[config.mk]
export PLATFORM = sky130hd
export DESIGN_NAME = sync_fifo_param
export DESIGN_NICKNAME = d
export VERILOG_FILES = /design/src/rtl/fifo_pkg.sv /design/src/rtl/fifo_mem_2p.sv /design/src/rtl/sync_fifo_param.sv
export SDC_FILE = /design/constraint.sdc
export NUM_CORES = 1
export LEC_CHECK = 0
export ABC_AREA = 1
export CAP_MARGIN = 5
export CORE_MARGIN = 5
export CORE_UTILIZATION = 47
export CTS_CLUSTER_DIAMETER = 200
export DETAILED_ROUTE_END_ITERATION = 10
export PLACE_DENSITY = 0.73
export SLEW_MARGIN = 10
export SYNTH_ARGS = -nofsm -noshare
export SYNTH_HDL_FRONTEND = slang
export SYNTH_SLANG_ARGS = --single-unit
[constraint.sdc]
create_clock -name clk -period 3.2 [get_ports clk]
set_clock_uncertainty 0.15 [all_clocks]
set_input_delay 0.96 -clock clk [delete_from_list [all_inputs] [get_ports clk]]
set_output_delay 0.96 -clock clk [all_outputs]
set_load 0.03 [all_outputs]
[src/rtl/fifo_pkg.sv]
// fifo_pkg: shared sizing helpers and defaults for the parametrised sync FIFO
package fifo_pkg;
  localparam int DEF_DWIDTH = 8;
  localparam int DEF_DEPTH = 16;
  function automatic int ptr_w(input int depth);
    return $clog2(depth) + 1;
  endfunction
  typedef logic [ptr_w(DEF_DEPTH)-1:0] count_t;
endpackage

[src/rtl/fifo_mem_2p.sv]
// fifo_mem_2p: unreset register array, synchronous write port and asynchronous read port
module fifo_mem_2p #(
  parameter int DWIDTH = 8,
  parameter int DEPTH = 16
) (
  input  logic                     clk,
  input  logic                     we,
  input  logic [$clog2(DEPTH)-1:0] waddr,
  input  logic [DWIDTH-1:0]        wdata,
  input  logic [$clog2(DEPTH)-1:0] raddr,
  output logic [DWIDTH-1:0]        rdata
);
  logic [DWIDTH-1:0] mem_q [DEPTH];
  // store the accepted write word
  always_ff @(posedge clk) begin
    if (we) mem_q[waddr] <= wdata;
  end
  assign rdata = mem_q[raddr];
endmodule

[src/rtl/sync_fifo_param.sv]
// sync_fifo_param: single-clock FIFO with count, threshold flags and sticky errors; SYNC_FIFO_FWFT_EN selects first-word fall-through
module sync_fifo_param import fifo_pkg::*; #(
  parameter int DWIDTH = DEF_DWIDTH,
  parameter int DEPTH = DEF_DEPTH,
  parameter int AF_LEVEL = DEPTH - 2,
  parameter int AE_LEVEL = 2
) (
  input  logic                       clk,
  input  logic                       rst,
  input  logic [DWIDTH-1:0]          datain,
  input  logic                       w_en,
  input  logic                       r_en,
  output logic [DWIDTH-1:0]          dataout,
  output logic                       full,
  output logic                       empty,
  output logic                       almost_full,
  output logic                       almost_empty,
  output logic [ptr_w(DEPTH)-1:0]    count,
  output logic                       overflow,
  output logic                       underflow
);
  localparam int PW = ptr_w(DEPTH);
  localparam int AW = PW - 1;
  localparam logic [PW-1:0] FULL_L = PW'(DEPTH);
  localparam logic [PW-1:0] AF_L = PW'(AF_LEVEL);
  localparam logic [PW-1:0] AE_L = PW'(AE_LEVEL);
  logic [PW-1:0] wr_ptr_q, wr_ptr_d, rd_ptr_q, rd_ptr_d, count_q, count_d;
  logic ovf_q, ovf_d, udf_q, udf_d, wr_acc, rd_acc;
  logic [DWIDTH-1:0] rdata;
  fifo_mem_2p #(.DWIDTH(DWIDTH), .DEPTH(DEPTH)) u_mem (
    .clk(clk), .we(wr_acc), .waddr(wr_ptr_q[AW-1:0]), .wdata(datain),
    .raddr(rd_ptr_q[AW-1:0]), .rdata(rdata)
  );
  assign full = count_q == FULL_L;
  assign empty = count_q == '0;
  assign almost_full = count_q >= AF_L;
  assign almost_empty = count_q <= AE_L;
  assign count = count_q;
  assign overflow = ovf_q;
  assign underflow = udf_q;
  // accept/reject requests and compute next pointers, count and sticky errors
  always_comb begin
    wr_acc = w_en & ~full;
    rd_acc = r_en & ~empty;
    wr_ptr_d = wr_acc ? wr_ptr_q + 1'b1 : wr_ptr_q;
    rd_ptr_d = rd_acc ? rd_ptr_q + 1'b1 : rd_ptr_q;
    count_d = (wr_acc & ~rd_acc) ? count_q + 1'b1 : (rd_acc & ~wr_acc) ? count_q - 1'b1 : count_q;
    ovf_d = ovf_q | (w_en & full);
    udf_d = udf_q | (r_en & empty);
  end
  // pointer, count and error state
  always_ff @(posedge clk or posedge rst) begin
    if (rst) begin
      wr_ptr_q <= '0;
      rd_ptr_q <= '0;
      count_q <= '0;
      ovf_q <= 1'b0;
      udf_q <= 1'b0;
    end else begin
      wr_ptr_q <= wr_ptr_d;
      rd_ptr_q <= rd_ptr_d;
      count_q <= count_d;
      ovf_q <= ovf_d;
      udf_q <= udf_d;
    end
  end
`ifdef SYNC_FIFO_FWFT_EN
  assign dataout = empty ? '0 : rdata;
`else
  logic [DWIDTH-1:0] dout_q, dout_d;
  // output register loads the head word only on an accepted read
  always_comb begin
    dout_d = rd_acc ? rdata : dout_q;
  end
  // registered read data
  always_ff @(posedge clk or posedge rst) begin
    if (rst) dout_q <= '0;
    else dout_q <= dout_d;
  end
  assign dataout = dout_q;
`endif
endmodule

# Yosys cells after proc, flatten, opt, wreduce, memory -nomap -nowiden
# Memory sizes are Yosys's and may differ from the RTL's. A register that Yosys moved wholly into a read port is not among the register bits.
# Index checks and enable logic that the tools add are counted.
# W data, S select, Z words.
[op_classes]
add_sub_neg = 4
n_mul = 0
div_mod_pow = 0
order_cmp = 2
n_eq_ne = 1
shifts = 0
n_mux = 4
bitwise_logic = 12
n_reduce_logical = 2
[ops]
columns = ["operator", "n"]
rows = [
  ["$add A5 B1 Y5 const B", 3],
  ["$mux W5", 2],
  ["$and A1 B1 Y1", 6],
  ["$eq A5 B5 Y1 const B", 1],
  ["$ge A5 B4 Y1 const B", 1],
  ["$le A5 B2 Y1 const B", 1],
  ["$logic_not A5 Y1", 1],
  ["$sub A5 B1 Y5 const B", 1],
  ["$not A1 Y1", 4],
  ["$mux W1", 2],
  ["$or A1 B1 Y1", 2],
  ["$reduce_bool A2 Y1", 1],
]
[word_totals]
ff_bits = 17
latchBits = 0
ram_bits = 128
mem_bits_ro = 0
in_bits = 12
out_inout_bits = 19
n_memories = 1
[mem_list]
columns = ["memory", "words", "word_bits", "rd", "rd_ports_with_merged_regs", "write_ports", "line_no", "rtl"]
rows = [
  ["u_mem.mem_q", 16, 8, 1, 1, 1, "fifo_mem_2p.sv:13", "logic [DWIDTH-1:0] mem_q [DEPTH];"],
]

# Logic depth before layout (Yosys ltp)
[logic_depth]
depth_word = 7
depth_mapped = 13
mapped_depth_nobuf = 13

# Hierarchy
# From an unflattened synthesis, not the netlist that was laid out.
[unflattened]
hier_cells = 682
area_unflattened_um2 = 6782.8
[by_module_without_submodules]
columns = ["module", "instances", "cells_per_inst", "area_each_um2", "seq_area_each_um2"]
rows = [
  ["fifo_mem_2p", 1, 543, 5606.6, 3843.7],
  ["sync_fifo_param", 1, 139, 1176.1, 575.6],
]

# Worst setup path after synthesis
# No wires, ideal clock.
[synth_timing]
path_kind = "input port to flip-flop"
start = "input r_en"
end = "register count_q[4], in the netlist count[4]"
arrival_time_ns = 2.366
t_required_ns = 2.967
slack_ns = 0.601
stages = 11
n_path_buf = 1
cell_sequence = "nand2_1 buf_2 ha_1 inv_1 fa_1 nand2_1 nand2_1 a21oi_1 xor2_1 nand2_1 o21ai_0"
[synth_between]
elab_chain_cells = 4
word_cells_on_any_way = 6
classes_between = "mux: 1; bitwise: 4; reduce/logical: 1"
[synth_rtl]
columns = ["item", "line_no", "rtl"]
rows = [
  ["from (decl)", "sync_fifo_param.sv:12", "input logic r_en,"],
  ["$and A1 B1 Y1 *", "sync_fifo_param.sv:44", "rd_acc = r_en & ~empty;"],
  ["$not A1 Y1", "sync_fifo_param.sv:47", "count_d = (wr_acc & ~rd_acc) ? count_q + 1'b1 : (rd_acc & ~wr_acc) ? count_q - 1'b1 : count_q;"],
  ["$and A1 B1 Y1", "sync_fifo_param.sv:47", ""],
  ["$mux W5 or $reduce_bool A2 Y1 (tied branches)", "n/a", ""],
  ["to (signal assigned)", "sync_fifo_param.sv:62", "count_q <= count_d;"],
  ["to (decl)", "sync_fifo_param.sv:27", "logic [PW-1:0] wr_ptr_q, wr_ptr_d, rd_ptr_q, rd_ptr_d, count_q, count_d;"],
]
# Mark *: on every way between the ends. The rest lies on a longest branch, timed or not.
# A chain may end at the register's enable or synchronous reset.

# Worst setup path in the final report
[layout_timing]
start = "register count_q[3], in the netlist count[3]"
end = "output almost_empty"
[layout_between]
elab_chain_cells = 1
[layout_rtl]
columns = ["item", "line_no", "rtl"]
rows = [
  ["$le A5 B2 Y1", "sync_fifo_param.sv:37", "assign almost_empty = count_q <= AE_L;"],
  ["to (decl)", "sync_fifo_param.sv:17", "output logic almost_empty,"],
]
# Every way passes these cells.

==> flow_summary_export.csv <==
group,metric,value,unit
sta,fin_crit,3.03,ns
clock_network,cts_tree,"yes",
clock_network,cts_root_buf,"clkbuf_16",
clock_network,cts_resized,0,
finish,final_core_util,56.6,%
worst_setup_path,crit_path_end_kind,"output port",
clock_network,insertion_delay,0.41,ns
finish,nets,736,
place,portBuffers,30,
finish,area_growth,17.6,%
place,placed_cell_area,7270,um^2
finish,finalInstanceArea,7880,um^2
pwr,p_leak,3.54,nW
route,drc,0,
synthesis,synthCells,666,
synthesis,syn_nets,688,
global_routing,grt_usage,18.7,%
route,via_per_inst,5.11,
sta,hold_slack,0.310,ns
floorplanning,core,13900,um^2
worst_setup_path,slowest_delay,0.68,ns
clock_network,path_clk_slew,0.06,ns
clock_network,cts_buffer_depth,2,
place,dp_cells,875,
route,vias,4635,
synthesis,synth_top_area_share,57.3,%
clock_network,numCtsBuffers,17,
sta,finalMaxSlewViolations,0,
floorplanning,initial_utilization,48.1,%
finish,nFillCells,1072,
finish,register_area,4420,um^2
min_path,hp-class,"reg -> reg",
synthesis,ys_seq_area_share,65.9,%
clock_network,postCtsHoldBufs,0,
route,wl_per_cell,16.3,um
global_routing,grt_max_degree,67,
floorplanning,die_x,129,um
sta,rsz0062_at_grt,"false",
clock_network,clkSinkCount,151,
synthesis,synth.cell_area,6700,um^2
global_routing,grt_pass1_wl,23.5,mm
pwr,irDropWorstVdd,520,uV
worst_setup_path,crit_fanout,5,
sta,finalHoldViolCount,0,
run,cap_violations,0,
place,dpl.hpwl,9.21,mm
global_routing,grt_pass1_vias,4614,
finish,n_antenna_cell,0,
clock_network,cts_max_level,4,
route,routed_wl,14.8,mm
route,ant_nets,0,
place,pre_cts_ws,0.0583,ns
route,drt-initial-drc-count,450,
pwr,p_per_area,927,nW/um^2
floorplanning,die_y,129,um
global_routing,antenna_found_initial,0,
place,gp_congestion,0.831,
synthesis,synth_area_leaders,"edfxtp_1 57%, nand2_1 12%, dfrtp_1 8.6%",
sta,fmax,0.330,GHz
synthesis,synth-seq-cells,151,
clock_network,post_cts_buffers,0,
synthesis,synth_top_area_cell,"edfxtp_1",
sta,fin_crit_sh,94.6,%
global_routing,grt_overflow_total,0,
route,dr.pass1.iters,5,
sta,setup_tns,0,ns
worst_setup_path,required,2.09,ns
finish,drive_gt1_share,7.84,%
worst_setup_path,cp-start-kind,"flip-flop",
synthesis,ys_types,21,
sta,finalWorstSetupSlack,0.174,ns
worst_setup_path,worstPathCellList,"nor2_1 -> nand2_1 -> a21oi_1 -> clkdlybuf4s50_1",
finish,multi_input_area,1680,um^2
sta,finalSetupViolations,0,
floorplanning,std_cell_rows,43,
worst_setup_path,crit_slowest_cell,"clkdlybuf4s50_1",
status,outcome,"completed",
floorplanning,dieArea,16700,um^2
finish,final_cell_count_no_fill,907,
pwr,p_total,7.31,mW
synthesis,syn_avg_cell_area,10.1,um^2
worst_setup_path,critPathKind,"reg -> out",
worst_setup_path,critical_path_arrival,1.92,ns
sta,slew_headroom,37.7,%
floorplanning,io_pins,31,
sta,tightestPinTransition,0.933,ns
synthesis,ys_warn_count,0,
-- report_power, final --
| part | internal, mW | switching [mW] | total, mW |
|---|---|---|---|
| Clock | 1.30 | 0.742 | 2.04 |
| Sequential | 2.46 | 0.177 | 2.64 |
| Combinational | 0.861 | 1.77 | 2.63 |
| Total | 4.62 | 2.69 | 7.31 |
-- sequential cells by signal, summed over array words and instances, names as in the netlist --
| register | flops |
|---|---|
| wr_ptr_q | 4 |
| underflow | 1 |
| dataout | 8 |
| count | 5 |
| u_mem.mem_q | 128 |
| overflow | 1 |
| rd_ptr_q | 4 |
-- Yosys cell counts (all sizes together) --
library cell and n:
nand2 217, o21ai 6, o22a 1, a21o 2, ha 9, nor2 20
buf 26, fa 1, edfxtp 128, nand4 2, inv 116, dfrtp 23
nand3 100, a21oi 3, xor2 8, clkbuf 1, xnor2 1, clkinv 2
-- final cells by class --
class | count | area share [%]
repair buffers | 56 | 6.35
well taps | 180 | 2.86
flip-flops and latches | 151 | 56.1
clock buffers | 19 | 5.49
multi-input cells | 370 | 21.3
clock inverters | 13 | 2.27
inverters | 118 | 5.62
-- worst max-delay path, delay by kind of cell, from the launching register on --
kind                   cells  cell delay (ns)
flip-flops                 1             0.43
AO/OA/AOI/OAI              1             0.11
AND/OR/NAND/NOR            2             0.28
buffers and inverters      1             0.68
-- logic make-up (layout without fill, tap and decap cells) --
logic type | after synthesis | count (layout) | share of synthesized area [%]
buf+inv | 145 | 206 | 8.96
fa+ha+maj | 10 | 10 | 1.98
xor+xnor | 9 | 9 | 1.18
simple gates | 339 | 339 | 20.9
compound gates | 12 | 12 | 1.03
flops | 151 | 151 | 65.9
-- placed cells by master (no fill, tap or decap) --
master / synthesis / final
clkdlybuf4s50_1: 0 / 28
clkinvlp_4: 0 / 3
nand2_1: 217 / 217
clkbuf_1: 1 / 2
inv_6: 0 / 1
dfrtp_2: 0 / 1
clkinv_4: 0 / 1
buf_4: 7 / 26
clkbuf_16: 0 / 17
xnor2_1: 1 / 1
nand3_1: 100 / 100
inv_2: 1 / 1
dlymetal6s2s_1: 0 / 2
fa_1: 1 / 1
nand4_1: 2 / 2
nor2_1: 20 / 20
clkinv_2: 0 / 3
edfxtp_1: 128 / 128
inv_1: 115 / 115
a21o_1: 2 / 2
clkinv_1: 2 / 3
a21oi_1: 3 / 3
xor2_1: 8 / 8
o22a_1: 1 / 1
dfrtp_1: 23 / 22
ha_1: 9 / 9
bufinv_16: 0 / 4
o21ai_0: 6 / 6
-- per-layer routing --
metal	GRT usage (%)	share of wire, %	wire length [um]
met1	24.0	41	5980
met2	31.1	48	7130
met3	4.41	8.1	1200
met4	6.91	3.0	448
met5	0	0	0
-- worst paths after layout --
check                              start           end  slack (ns)  cells past startpoint
worst max-delay path            count[3]  almost_empty        0.17                      4
worst min-delay path            overflow      overflow        0.31                      1
worst max register to register  count[3]      count[4]        0.72                     12
worst min register to register  overflow      overflow        0.31                      1
max in group asynchronous            rst   rd_ptr_q[0]        1.89                      3
min in group asynchronous            rst    dataout[2]        0.75                      3
Power figures use the tool's default switching activity.
